===== src/rtl/uart_pkg.sv =====
// Shared definitions for the UART transmit path: default byte width and the
// frame-request sequencer state encoding.
package uart_pkg;

  localparam int unsigned DataWDefault = 8;

  typedef enum logic [1:0] {
    IDLE,
    REQ,
    WAIT_SHIFT,
    WAIT_DONE
  } tx_fifo_state_t;

endpackage


===== src/rtl/uart_fifo_mem.sv =====
// Synchronous FIFO storage with wrap-bit pointers and full/empty flags.
// Pointer outputs exist only when UART_TX_FIFO_STATUS_EN is defined.
module uart_fifo_mem #(
  parameter int unsigned DATA_W = 8,
  parameter int unsigned DEPTH  = 8,
  localparam int unsigned ADDR_W = $clog2(DEPTH)
) (
  input  logic              clk_i,
  input  logic              rst_ni,
  input  logic              wr_en_i,
  input  logic [DATA_W-1:0] wr_data_i,
  input  logic              rd_en_i,
  output logic [DATA_W-1:0] rd_data_o,
  output logic              full_o,
  output logic              empty_o
`ifdef UART_TX_FIFO_STATUS_EN
  ,
  output logic [ADDR_W:0]   wr_ptr_o,
  output logic [ADDR_W:0]   rd_ptr_o
`endif
);

  localparam logic [ADDR_W:0] PtrOne = {{ADDR_W{1'b0}}, 1'b1};

  logic [DATA_W-1:0] mem_q [DEPTH];
  logic [ADDR_W:0]   wr_ptr_q, wr_ptr_d;
  logic [ADDR_W:0]   rd_ptr_q, rd_ptr_d;
  logic              wr_fire, rd_fire;

  // Full is judged on the pre-pop state, so a write while full is dropped
  // even if a pop happens on the same edge.
  assign empty_o   = (wr_ptr_q == rd_ptr_q);
  assign full_o    = (wr_ptr_q[ADDR_W] != rd_ptr_q[ADDR_W]) &&
                     (wr_ptr_q[ADDR_W-1:0] == rd_ptr_q[ADDR_W-1:0]);
  assign wr_fire   = wr_en_i & ~full_o;
  assign rd_fire   = rd_en_i & ~empty_o;
  assign rd_data_o = mem_q[rd_ptr_q[ADDR_W-1:0]];

  always_comb begin
    wr_ptr_d = wr_ptr_q;
    rd_ptr_d = rd_ptr_q;
    if (wr_fire) wr_ptr_d = wr_ptr_q + PtrOne;
    if (rd_fire) rd_ptr_d = rd_ptr_q + PtrOne;
  end

  always_ff @(posedge clk_i or negedge rst_ni) begin
    if (!rst_ni) begin
      wr_ptr_q <= '0;
      rd_ptr_q <= '0;
    end else begin
      wr_ptr_q <= wr_ptr_d;
      rd_ptr_q <= rd_ptr_d;
    end
  end

  always_ff @(posedge clk_i) begin
    if (wr_fire) mem_q[wr_ptr_q[ADDR_W-1:0]] <= wr_data_i;
  end

`ifdef UART_TX_FIFO_STATUS_EN
  assign wr_ptr_o = wr_ptr_q;
  assign rd_ptr_o = rd_ptr_q;
`endif

endmodule


===== src/rtl/uart_tx_fifo.sv =====
// Byte FIFO plus frame-request sequencer feeding the UART TX PISO controller.
// Define UART_TX_FIFO_STATUS_EN to add the level and sticky overflow outputs.
module uart_tx_fifo
  import uart_pkg::*;
#(
  parameter int unsigned DATA_W = DataWDefault,
  parameter int unsigned DEPTH  = 8,
  localparam int unsigned ADDR_W = $clog2(DEPTH)
) (
  input  logic              baud_clk,
  input  logic              rst_n,
  input  logic              wr_en,
  input  logic [DATA_W-1:0] wr_data,
  output logic              full,
  output logic              empty,
  input  logic              load,
  input  logic              shift,
  output logic              send,
  output logic [DATA_W-1:0] tx_data
`ifdef UART_TX_FIFO_STATUS_EN
  ,
  output logic [ADDR_W:0]   level,
  output logic              overflow
`endif
);

  tx_fifo_state_t state_q, state_d;
  logic           send_q, send_d;
  logic           pop;

`ifdef UART_TX_FIFO_STATUS_EN
  logic [ADDR_W:0] wr_ptr, rd_ptr;
  logic            overflow_q, overflow_d;
`endif

  uart_fifo_mem #(
    .DATA_W (DATA_W),
    .DEPTH  (DEPTH)
  ) u_mem (
    .clk_i     (baud_clk),
    .rst_ni    (rst_n),
    .wr_en_i   (wr_en),
    .wr_data_i (wr_data),
    .rd_en_i   (pop),
    .rd_data_o (tx_data),
    .full_o    (full),
    .empty_o   (empty)
`ifdef UART_TX_FIFO_STATUS_EN
    ,
    .wr_ptr_o  (wr_ptr),
    .rd_ptr_o  (rd_ptr)
`endif
  );

  // Only REQ consumes load, so a late or repeated load cannot double-pop.
  always_comb begin
    state_d = state_q;
    send_d  = send_q;
    pop     = 1'b0;
    case (state_q)
      IDLE: begin
        if (!empty) begin
          state_d = REQ;
          send_d  = 1'b1;
        end
      end
      REQ: begin
        if (load) begin
          pop     = 1'b1;
          send_d  = 1'b0;
          state_d = WAIT_SHIFT;
        end
      end
      WAIT_SHIFT: if (shift) state_d = WAIT_DONE;
      WAIT_DONE:  if (!shift) state_d = IDLE;
      default: begin
        state_d = IDLE;
        send_d  = 1'b0;
      end
    endcase
  end

  always_ff @(posedge baud_clk or negedge rst_n) begin
    if (!rst_n) begin
      state_q <= IDLE;
      send_q  <= 1'b0;
    end else begin
      state_q <= state_d;
      send_q  <= send_d;
    end
  end

  assign send = send_q;

`ifdef UART_TX_FIFO_STATUS_EN
  assign overflow_d = overflow_q | (wr_en & full);

  always_ff @(posedge baud_clk or negedge rst_n) begin
    if (!rst_n) overflow_q <= 1'b0;
    else        overflow_q <= overflow_d;
  end

  assign level    = wr_ptr - rd_ptr;
  assign overflow = overflow_q;
`endif

endmodule


===== config.mk =====
export PLATFORM = sky130hd
export DESIGN_NAME = uart_tx_fifo
export DESIGN_NICKNAME = d
export VERILOG_FILES = /design/src/rtl/uart_pkg.sv /design/src/rtl/uart_fifo_mem.sv /design/src/rtl/uart_tx_fifo.sv
export SDC_FILE = /design/constraint.sdc
export NUM_CORES = 1
export LEC_CHECK = 0
export ABC_AREA = 1
export BUFFER_PORTS_ARGS = -buffer_cell sky130_fd_sc_hd__buf_2
export CAP_MARGIN = 30
export CORE_UTILIZATION = 38
export DETAILED_ROUTE_END_ITERATION = 8
export GPL_ROUTABILITY_DRIVEN = 0
export GPL_TIMING_DRIVEN = 0
export PLACE_DENSITY_LB_ADDON = 0.3
export SLEW_MARGIN = 5
export SYNTH_ARGS = -nofsm -noshare
export SYNTH_HDL_FRONTEND = slang
export SYNTH_SLANG_ARGS = --single-unit

===== constraint.sdc =====
create_clock -name baud_clk -period 1.7 [get_ports baud_clk]
set_input_delay 0.34 -clock baud_clk [delete_from_list [all_inputs] [get_ports baud_clk]]
set_output_delay 0.34 -clock baud_clk [all_outputs]
set_load 0.02 [all_outputs]

==> flow_summary.ini <==
[run_status]
status = finished with violations
violations = negative setup slack

[timing]
fin_crit_ns = 2.04
fin_ws_ns = -0.335
worstMarginPinSlew_ns = 0.238
fmax_mhz = 491
skew_ns = 0.0133
finalMaxSlewViolations = 0
fin_crit_sh = 1.20
hold_viol = 0
relSlewSlack = 0.837
rsz0062_at_grt = yes
setup_tns_ns = -5.50
timing.hold.ws_ns = 0.261
finalSetupViolCount = 66

[floorplan]
initial_core_util = 0.393
io_pins = 24
die_w_um = 94.2
dieArea_um2 = 8870
rows = 33
core_um2 = 8220
chipHeight_um = 94.2

[global_route]
antenna_found_initial = 0
top_usage_layer = met2
grt_pass1_wl_um = 12300
grt-ovfl-total = 0
grt_util_met1 = 0.244
grt_pass1_vias = 2279
use_met3 = 0.0299
grtUsageMet2 = 0.339
grt_usage = 0.198
grt_max_degree = 15

[detailed_routing]
drc = 0
drt_pass1_iterations = 4
drtIter0Drc = 225
antenna_left = 0
wl_per_cell_um = 18.3
vias_per_cell = 5.17
finalWirelength_um = 8430
vias = 2383

[worst_setup_path]
end_kind = output pin
start_kind = register
cp_max_fo = 6
critical_path_arrival_ns = 1.70
critical_path_class = register to output pin
max_stage_delay_ns = 0.45
cp_common_cell = buf_8
cp_cell_sequence = buf_8 -> clkinv_8 -> buf_8 -> nor2_1 -> o22ai_1 -> nand2_1 -> nand2_2 -> buf_6
crit_path_top_delay_cell = dfrtp_2
cp.required_ns = 1.36

[synth]
synth_area_leaders = edfxtp_1 (59%), dfrtp_1 (8.5%), nand2_1 (7.0%)
syn-instance-count = 287
yosysSeqAreaShare = 0.680
synth_edf_count = 64
avgSynthCellArea_um2 = 11.3
synth-seq-cells = 75
synth_nets = 306
synth-async-reset-ratio = 0.147
ys.warnings.count = 0
netlist.area_leader.share = 0.595
yosysUniqueCellTypes = 26
synth_area_leader_cell = edfxtp_1
ys.flop_type = edfxtp_1
syn_area_um2 = 3230

[placement]
port_buffers = 23
place_inst = 417
dpl.hpwl_um = 4550

[cts]
clkLatencyLatePin_ns = 0.36
cts-root-buf = clkbuf_8
cts_buffer_depth = 2
htree_num_levels = 3
clkSinkCount = 75
numCtsBuffers = 9
cts_tree = yes
clk_pin_slew_ns = 0.09

[final_layout]
layout.nets = 370
fin_cells = 461
syn_to_final_growth_pct = 37.0
diodes = 0
final_util = 0.539
drive_gt1_frac = 0.374

[flow_run]
maxCapViolCount = 0

[power]
internal_power_w = 0.00493
seqPwrFrac = 0.311
p_sw_frac = 0.402
power_frac_comb = 0.519
leakage_nw = 1.72
power_density_nw_per_um2 = 1860
power_frac_clock = 0.170
vdd_drop_max_mv = 0.592
p_switching_w = 0.00331

[worst_hold_path]
hp-class = primary input to register
state kept, by name (all words and copies together) (netlist names):
register,flops
send,1
u_mem.rd_ptr_q,4
state_q,2
u_mem.mem_q,64
u_mem.wr_ptr_q,4
Yosys cell counts, types with 2 or more instances:
cell type and number:
inv_1 12, clkbuf_1 4, nand4_1 3, nand2_4 2
nor2_2 2, dfrtp_1 11, inv_2 5, edfxtp_1 64
o21ai_0 37, o22ai_1 16, buf_2 4, buf_1 2
nor3_1 3, xnor2_1 2, ha_1 6, nand3_2 2
nand2_1 60, nor2_1 40, nand3_1 4, xor2_1 2
worst paths after layout:
kind                                    from                end  slack [ns]  cells past startpoint
max                        u_mem.rd_ptr_q[0]         tx_data[7]       -0.34                      8
min                                     load  u_mem.rd_ptr_q[0]        0.26                      3
max reg2reg                u_mem.rd_ptr_q[0]  u_mem.mem_q[2][4]       -0.08                     11
min reg2reg                             send               send        0.49                      2
max in group asynchronous              rst_n  u_mem.wr_ptr_q[0]        1.07                      2
min in group asynchronous              rst_n  u_mem.rd_ptr_q[1]        0.39                      2
area by class of cell:
| class | count | area (um^2) |
|---|---|---|
| Inverter | 18 | 92.6 |
| Timing Repair Buffer | 52 | 539 |
| Clock inverter | 7 | 75.1 |
| Fill cell | 654 | 3790 |
| Sequential cell | 75 | 2200 |
| Timing Repair inverter | 1 | 11.3 |
| Buffer | 12 | 161 |
| Clock buffer | 9 | 124 |
| Multi-Input combinational cell | 182 | 1090 |
| Tap cell | 105 | 131 |
worst max-delay path: cells and delay by family (launching register included):
| family | cells | cell delay [ns] |
|---|---|---|
| buffers and inverters | 4 | 0.47 |
| flip-flops | 1 | 0.45 |
| AO/OA/AOI/OAI | 1 | 0.18 |
| AND/OR/NAND/NOR | 3 | 0.24 |
layout by cell type, fill, tap and decap left out, drive strengths merged, types with 6 or more instances in the layout:
master and n:
buf 57, clkbuf 15, dfrtp 11, edfxtp 64, ha 6, inv 20, nand2 63, nand3 6
nor2 42, o21ai 37, o22ai 16
power by group through the flow:
stage                     logic (W)  registers [W]  clock network [W]
after floorplan             0.00185        0.00252                  0
after global placement      0.00261        0.00254                  0
after detailed placement    0.00267        0.00255                  0
after CTS                   0.00357        0.00252            0.00141
after global routing        0.00463        0.00259            0.00150
final                       0.00428        0.00256            0.00140
metrics by stage:
step / total power (W) / setup WS [ns] / cell area [um^2]
after global routing: 0.00872 / -0.393 / 4430
after global placement: 0.00515 / -1.02 / 3480
after detailed placement: 0.00522 / -0.438 / 3510
after floorplan: 0.00438 / -0.208 / 3240
after CTS: 0.00750 / -0.283 / 4130
final: 0.00824 / -0.335 / 4430
cells by family after synthesis:
group	share of synthesized area
AO/OA/AOI/OAI	0.0883
adder cells (fa/ha/maj)	0.0232
XOR/XNOR	0.0108
buffers and inverters	0.0407
flip-flops	0.680
multiplexers	0.00310
AND/OR/NAND/NOR	0.154
layer usage:
metal / part of all wire / wire [um] / up-vias
li1: - / - / 1124
met1: 0.40 / 3390 / 1154
met2: 0.51 / 4280 / 91
met3: 0.072 / 605 / 14
met4: 0.019 / 161 / 0
met5: 0 / 0 / -
timing repair:
item / CTS / global route
pin swaps: 10 / 29
buffers inserted: 14 / 8
gates resized for setup: 84 / 56
hold buffers: 1 / 0
setup endpoints to repair: 74 / 64
cloned: 0 / 5
endpoints found under the hold margin: 11 / 0
(Power assumes the default switching activity.)
